`src/rtl/wbm_pkg.sv`:
```
// Shared types and constants for the Wishbone burst master.
package wbm_pkg;

   // Master FSM states.
   typedef enum logic [1:0] {
      IDLE  = 2'd0,
      WRITE = 2'd1,
      READ  = 2'd2
   } wbm_state_t;

   // Wishbone B4 cycle type identifiers.
   localparam logic [2:0] CTI_CLASSIC = 3'b000;
   localparam logic [2:0] CTI_INCR    = 3'b010;
   localparam logic [2:0] CTI_EOB     = 3'b111;

endpackage

```
`src/rtl/wbm_ack_timer.sv`:
```
// Ack-timeout watchdog: counts consecutive strobe-without-ack cycles and
// flags the cycle that would be the TO_CYC-th one, so the master can leave
// the bus at the very next edge.
module wbm_ack_timer #(
   parameter int TO_CYC = 256
) (
   input  logic sys_clk,
   input  logic RESETN,
   input  logic clr,
   input  logic inc,
   output logic expired
);

   localparam int            CW   = $clog2(TO_CYC + 1);
   localparam logic [CW-1:0] LAST = CW'(TO_CYC - 1);

   logic [CW-1:0] cnt_q;
   logic [CW-1:0] cnt_d;

   // Next count: clear wins over increment; expiry is the counted cycle itself.
   always_comb begin
      cnt_d   = cnt_q;
      expired = 1'b0;
      if (clr) begin
         cnt_d = '0;
      end else if (inc) begin
         cnt_d = cnt_q + CW'(1);
      end
      if (inc && (cnt_q == LAST)) begin
         expired = 1'b1;
      end
   end

   // Counter register.
   always_ff @(posedge sys_clk or negedge RESETN) begin
      if (!RESETN) begin
         cnt_q <= '0;
      end else begin
         cnt_q <= cnt_d;
      end
   end

endmodule

```
`src/rtl/wb_burst_master.sv`:
```
// Wishbone B4 incrementing-burst master. Commands become one bus cycle each;
// write data streams in with valid/ready, read data streams out valid-only.
// Handshake: a transfer on cmd_* or wd_* happens at a rising edge where
// valid and ready are both high; rd_valid has no ready and must be taken.
module wb_burst_master
   import wbm_pkg::*;
#(
   parameter int dw     = 32,
   parameter int aw     = 32,
   parameter int bl     = 5,
   parameter int TO_CYC = 256
) (
   input  logic            sys_clk,
   input  logic            RESETN,
   input  logic            cmd_valid,
   output logic            cmd_ready,
   input  logic            cmd_we,
   input  logic [aw-1:0]   cmd_addr,
   input  logic [bl-1:0]   cmd_len,
   input  logic            wd_valid,
   output logic            wd_ready,
   input  logic [dw-1:0]   wd_data,
   output logic            rd_valid,
   output logic [dw-1:0]   rd_data,
   output logic            done,
   output logic            err,
   output logic            busy,
   output logic            wb_cyc_o,
   output logic            wb_stb_o,
   output logic            wb_we_o,
   output logic [aw-1:0]   wb_addr_o,
   output logic [dw-1:0]   wb_dat_o,
   output logic [dw/8-1:0] wb_sel_o,
   output logic [2:0]      wb_cti_o,
   input  logic            wb_ack_i,
   input  logic [dw-1:0]   wb_dat_i
);

   localparam int            BW         = dw / 8;
   localparam logic [aw-1:0] ADDR_STEP  = aw'(BW);
   localparam logic [aw-1:0] ALIGN_MASK = ~(aw'(BW - 1));
   localparam logic [bl-1:0] ONE_BEAT   = bl'(1);

   wbm_state_t    state_q, state_d;
   logic [aw-1:0] addr_q,  addr_d;
   logic [bl-1:0] beats_q, beats_d;
   logic          we_q,    we_d;
   logic          done_q,  done_d;
   logic          err_q,   err_d;

   logic accept;
   logic beat_ack;
   logic to_expired;

   // Bus and stream outputs decoded from the current state.
   always_comb begin
      cmd_ready = (state_q == IDLE);
      busy      = (state_q != IDLE);
      accept    = cmd_valid & cmd_ready;
      wb_cyc_o  = busy;
      wb_we_o   = busy & we_q;
      wb_sel_o  = busy ? '1 : '0;
      wb_addr_o = addr_q;
      wb_stb_o  = 1'b0;
      wb_dat_o  = '0;
      rd_data   = '0;
      wb_cti_o  = CTI_CLASSIC;
      case (state_q)
         WRITE: begin
            wb_stb_o = wd_valid;
            wb_dat_o = wd_data;
         end
         READ: begin
            wb_stb_o = 1'b1;
            rd_data  = wb_dat_i;
         end
         default: begin
            wb_stb_o = 1'b0;
         end
      endcase
      if (busy) begin
         wb_cti_o = (beats_q > ONE_BEAT) ? CTI_INCR : CTI_EOB;
      end
      // An ack only counts while we are strobing.
      beat_ack = wb_stb_o & wb_ack_i;
      wd_ready = (state_q == WRITE) & beat_ack;
      rd_valid = (state_q == READ) & beat_ack;
      done     = done_q;
      err      = err_q;
   end

   // Next-state and datapath updates.
   always_comb begin
      state_d = state_q;
      addr_d  = addr_q;
      beats_d = beats_q;
      we_d    = we_q;
      done_d  = 1'b0;
      err_d   = 1'b0;
      case (state_q)
         IDLE: begin
            if (accept) begin
               if (cmd_len == '0) begin
                  // Zero-length command completes without touching the bus.
                  done_d = 1'b1;
               end else begin
                  addr_d  = cmd_addr & ALIGN_MASK;
                  beats_d = cmd_len;
                  we_d    = cmd_we;
                  state_d = cmd_we ? WRITE : READ;
               end
            end
         end
         WRITE, READ: begin
            if (beat_ack) begin
               addr_d  = addr_q + ADDR_STEP;
               beats_d = beats_q - ONE_BEAT;
               if (beats_q == ONE_BEAT) begin
                  state_d = IDLE;
                  done_d  = 1'b1;
               end
            end else if (to_expired) begin
               // Abort: already-transferred beats stay transferred.
               state_d = IDLE;
               err_d   = 1'b1;
            end
         end
         default: begin
            state_d = IDLE;
         end
      endcase
   end

   // State and datapath registers.
   always_ff @(posedge sys_clk or negedge RESETN) begin
      if (!RESETN) begin
         state_q <= IDLE;
         addr_q  <= '0;
         beats_q <= '0;
         we_q    <= 1'b0;
         done_q  <= 1'b0;
         err_q   <= 1'b0;
      end else begin
         state_q <= state_d;
         addr_q  <= addr_d;
         beats_q <= beats_d;
         we_q    <= we_d;
         done_q  <= done_d;
         err_q   <= err_d;
      end
   end

   wbm_ack_timer #(
      .TO_CYC (TO_CYC)
   ) u_ack_timer (
      .sys_clk (sys_clk),
      .RESETN  (RESETN),
      .clr     ((state_q == IDLE) | beat_ack),
      .inc     (wb_stb_o & ~wb_ack_i),
      .expired (to_expired)
   );

endmodule

```
`config.mk`:
```
export PLATFORM = sky130hd
export DESIGN_NAME = wb_burst_master
export DESIGN_NICKNAME = d
export VERILOG_FILES = /design/src/rtl/wbm_pkg.sv /design/src/rtl/wbm_ack_timer.sv /design/src/rtl/wb_burst_master.sv
export SDC_FILE = /design/constraint.sdc
export NUM_CORES = 1
export LEC_CHECK = 0
export ABC_AREA = 1
export BUFFER_PORTS_ARGS = -buffer_cell sky130_fd_sc_hd__buf_2
export CAP_MARGIN = 20
export CORE_AREA = 2 2 103 105
export DETAILED_ROUTE_END_ITERATION = 7
export DIE_AREA = 0 0 105 107
export HOLD_SLACK_MARGIN = 0.05
export PLACE_DENSITY = 0.77
export SETUP_SLACK_MARGIN = 0.2
export SLEW_MARGIN = 30
export SYNTH_ARGS = -nofsm -noshare
export SYNTH_HDL_FRONTEND = slang
export SYNTH_SLANG_ARGS = --single-unit
```
`constraint.sdc`:
```
create_clock -name sys_clk -period 1.6 [get_ports sys_clk]
set_input_delay 0.32 -clock sys_clk [delete_from_list [all_inputs] [get_ports sys_clk]]
set_output_delay 0.32 -clock sys_clk [all_outputs]
set_load 0.05 [all_outputs]
```
==> impl_metrics.yaml <==
die:
  die_y_um: 107
  ioPinCount: 219
  core-area_mm2: 0.01009
  die_width_um: 105
  initial_utilization_pct: 40.99
  rows: 37
  die_area_mm2: 0.01124
worst_setup_path:
  r2r_setup_slack_ns: -0.47
  r2r-start: "state_q[0]"
  crit_required_ns: 1.28
  critPathLaunchType: "register"
  critPathTopFamily: "flip-flops"
  crit_chain: "inv_2, ha_4, inv_4, a21oi_4, nand3_2, clkinvlp_4, buf_8"
  rr_worst_depth: 8
  crit_path_max_incr_delay_ns: 0.46
  cp-end-kind: "output port"
  startpoint: "state_q[0]"
  crit_path_max_fanout: 3
  worstPathArrival_ns: 1.87
  critical_path_class: "reg -> out"
  reg2reg_to: "u_ack_timer.cnt_q[8]"
  path_buf_inv: 4
  cp_slowest_cell: "dfrtp_1"
run_status:
  violations: "setup timing"
  outcome: "finished, violations left"
pwr:
  vdd_drop_max_uv: 1671
  power.density_mw_per_mm2: 2125
  p_leak_nw: 4.088
  fin_total_pwr_mw: 18.09
final_layout:
  fin_area_mm2: 0.008513
  fillers: 493
  drive_gt1_share_pct: 58.53
  nets: 1094
  areaGrowthSynthToFinish_pct: 105.8
  multi_input_area_mm2: 0.003299
  regArea_mm2: 0.001251
yosys:
  synth_top_area_share_pct: 29.64
  yosysMostFrequentCell: "nand2_1"
  synth_common_cells: "nand2_1 (255), inv_1 (123), nor2_1 (99)"
  syn-mean-instance-area_um2: 5.834
  synth_largest_area_cell: "dfrtp_1"
  synthDistinctLibCells: 34
  async_flop_share_pct: 100.0
  yosysSeqAreaShare_pct: 29.64
  synthCells: 709
  synth-main-ff-cell: "dfrtp_1"
  ys_warn_count: 0
  synth_edf_count: 0
  synthTopCellsByArea: "dfrtp_1 (30%), nand2_1 (23%), inv_1 (11%)"
  synth-seq-cells: 49
  netlist_area_mm2: 0.004136
grt:
  grt_pass1_wl_um: 27820
  grt_usage_pct: 31.43
  grt_pass1_vias: 5351
  grt_overflow_total: 0
  antenna_found_initial: 4
  grt_max_degree: 50
placed_design:
  io_buffers: 214
  dpl_cell_area_mm2: 0.006148
  place_congestion: 0.8970
  dp_hpwl_um: 10870
sta:
  setup_ws_ns: -0.5853
  period_needed_ns: 2.185
  fmax_mhz: 457.6
  finClkSkew_ns: 0.01201
  timing.final.crit_share_pct: 136.6
  finalMaxSlewViolations: 0
  rsz0062_at_grt: "yes"
  setup_violations: 126
  hold_violations: 0
  finalSetupTns_ns: -52.39
detailed_routing:
  wire_per_inst_um: 21.72
  vias: 6218
  route.antenna.remaining_nets: 0
  drt_wl_total_um: 24400
  drt_iter0_markers: 672
  first_pass_iters: 5
  viasPerCell: 5.537
  remaining_drc_errors: 0
cts:
  cts.clk_slew.worst_paths_ns: 0.11
  clk_latency_ns: 0.33
  cts-root-buf: "clkbuf_8"
  cts.htree.levels: 2
  cts_tree: "yes"
  cts.sinks: 49
  cts_buffer_depth: 2
  cts_buffers: 5
worst_hold_path:
  hp-class: "in -> reg"
  hold_path_depth: 3
  whs_endpoint: "wb_addr_o[3]"
  hp-start: "cmd_addr[3]"
run:
  maxCapViolations: 0
==> cell type report <==
| type | instances | area share, % |
|---|---|---|
| Timing Repair Buffer | 293 | 34.11 |
| Clock buffer | 5 | 0.8083 |
| Inverter | 125 | 8.627 |
| Sequential cell | 49 | 14.70 |
| Antenna cell | 8 | 0.2352 |
| Multi-Input combinational cell | 504 | 38.76 |
| Tap cell | 136 | 1.999 |
| Clock inverter | 3 | 0.7643 |
==> what timing repair did <==
| action | 4_1_cts | 5_1_grt |
|---|---|---|
| hold buffers | 1 | 0 |
| buffers inserted | 14 | 18 |
| pin swaps | 37 | 47 |
| resized for setup | 297 | 182 |
| endpoints found under the setup margin | 128 | 140 |
| hold endpoints to repair | 49 | 0 |
| cloned | 8 | 5 |
==> stage by stage <==
stage                     hold slack, ns  utilization (%)  worst slack, ns  cells
after floorplan                  0.02441                -          -0.2682    710
after global placement            0.3288            60.92          -0.1308   1061
after detailed placement          0.3308            60.92          -0.1991   1061
after CTS                         0.2412            74.50          -0.3494   1092
after global routing              0.2504            84.23          -0.5791   1118
final                             0.2394            84.35          -0.5853   1123
==> routing by layer <==
layer  track usage [%]  part of all wire [%]  wire length [µm]  vias to the layer above
li1                  -                     -                 -                     2654
met1             33.65                    33              7974                     2874
met2             58.02                    48             11700                      512
met3             7.477                    11              2733                      178
met4             15.05                   8.1              1988                        0
met5                 0                     0                 0                        -
==> layout by cell type (no fill, tap or decap), types with 7 or more instances in the layout <==
master / count
buf_12: 12
buf_16: 7
buf_2: 121
buf_4: 35
buf_6: 37
buf_8: 65
clkbuf_4: 10
clkinvlp_4: 64
dfrtp_1: 29
dfrtp_2: 20
diode_2: 8
inv_1: 48
inv_2: 8
nand2_1: 162
nand2_2: 23
nand2_4: 74
nand3_1: 44
nor2_1: 72
nor2_2: 13
nor2_4: 24
o21ai_0: 14
o21ai_1: 12
o21ai_2: 12
==> cell families after synthesis <==
group	count (synthesis)	share of synthesized area, %
adder cells (fa/ha/maj)	9	2.722
buffers and inverters	158	16.09
AO/OA/AOI/OAI	49	6.201
AND/OR/NAND/NOR	438	44.19
other	1	0.09066
flip-flops	49	29.64
XOR/XNOR	5	1.059
==> worst max-delay path by stage <==
stage / end / slack [ns] / cells after the start
2_1_floorplan: rd_valid / -0.27 / 7
3_3_place_gp: rd_valid / -0.13 / 6
3_5_place_dp: beats_q[2] / -0.20 / 10
4_1_cts: rd_valid / -0.35 / 7
5_1_grt: rd_valid / -0.58 / 7
6_report: rd_valid / -0.59 / 7
==> sequential cells by signal, indices dropped and copies added, names as in the netlist <==
name,flops
beats_q,5
done,1
state_q,2
err,1
u_ack_timer.cnt_q,9
we_q,1
wb_addr_o,30
==> worst min-delay path: cells and delay by family <==
kind	cells	cell delay, ns
buffers and inverters	1	0.08
AND/OR/NAND/NOR	1	0.06
AO/OA/AOI/OAI	1	0.07
==> report_power, final <==
| group | internal, mW | total (mW) | switching [mW] |
|---|---|---|---|
| Combinational | 5.58 | 14.5 | 8.91 |
| Sequential | 1.79 | 2.50 | 0.710 |
| Clock | 0.622 | 1.10 | 0.478 |
(Power assumes the default switching activity.)
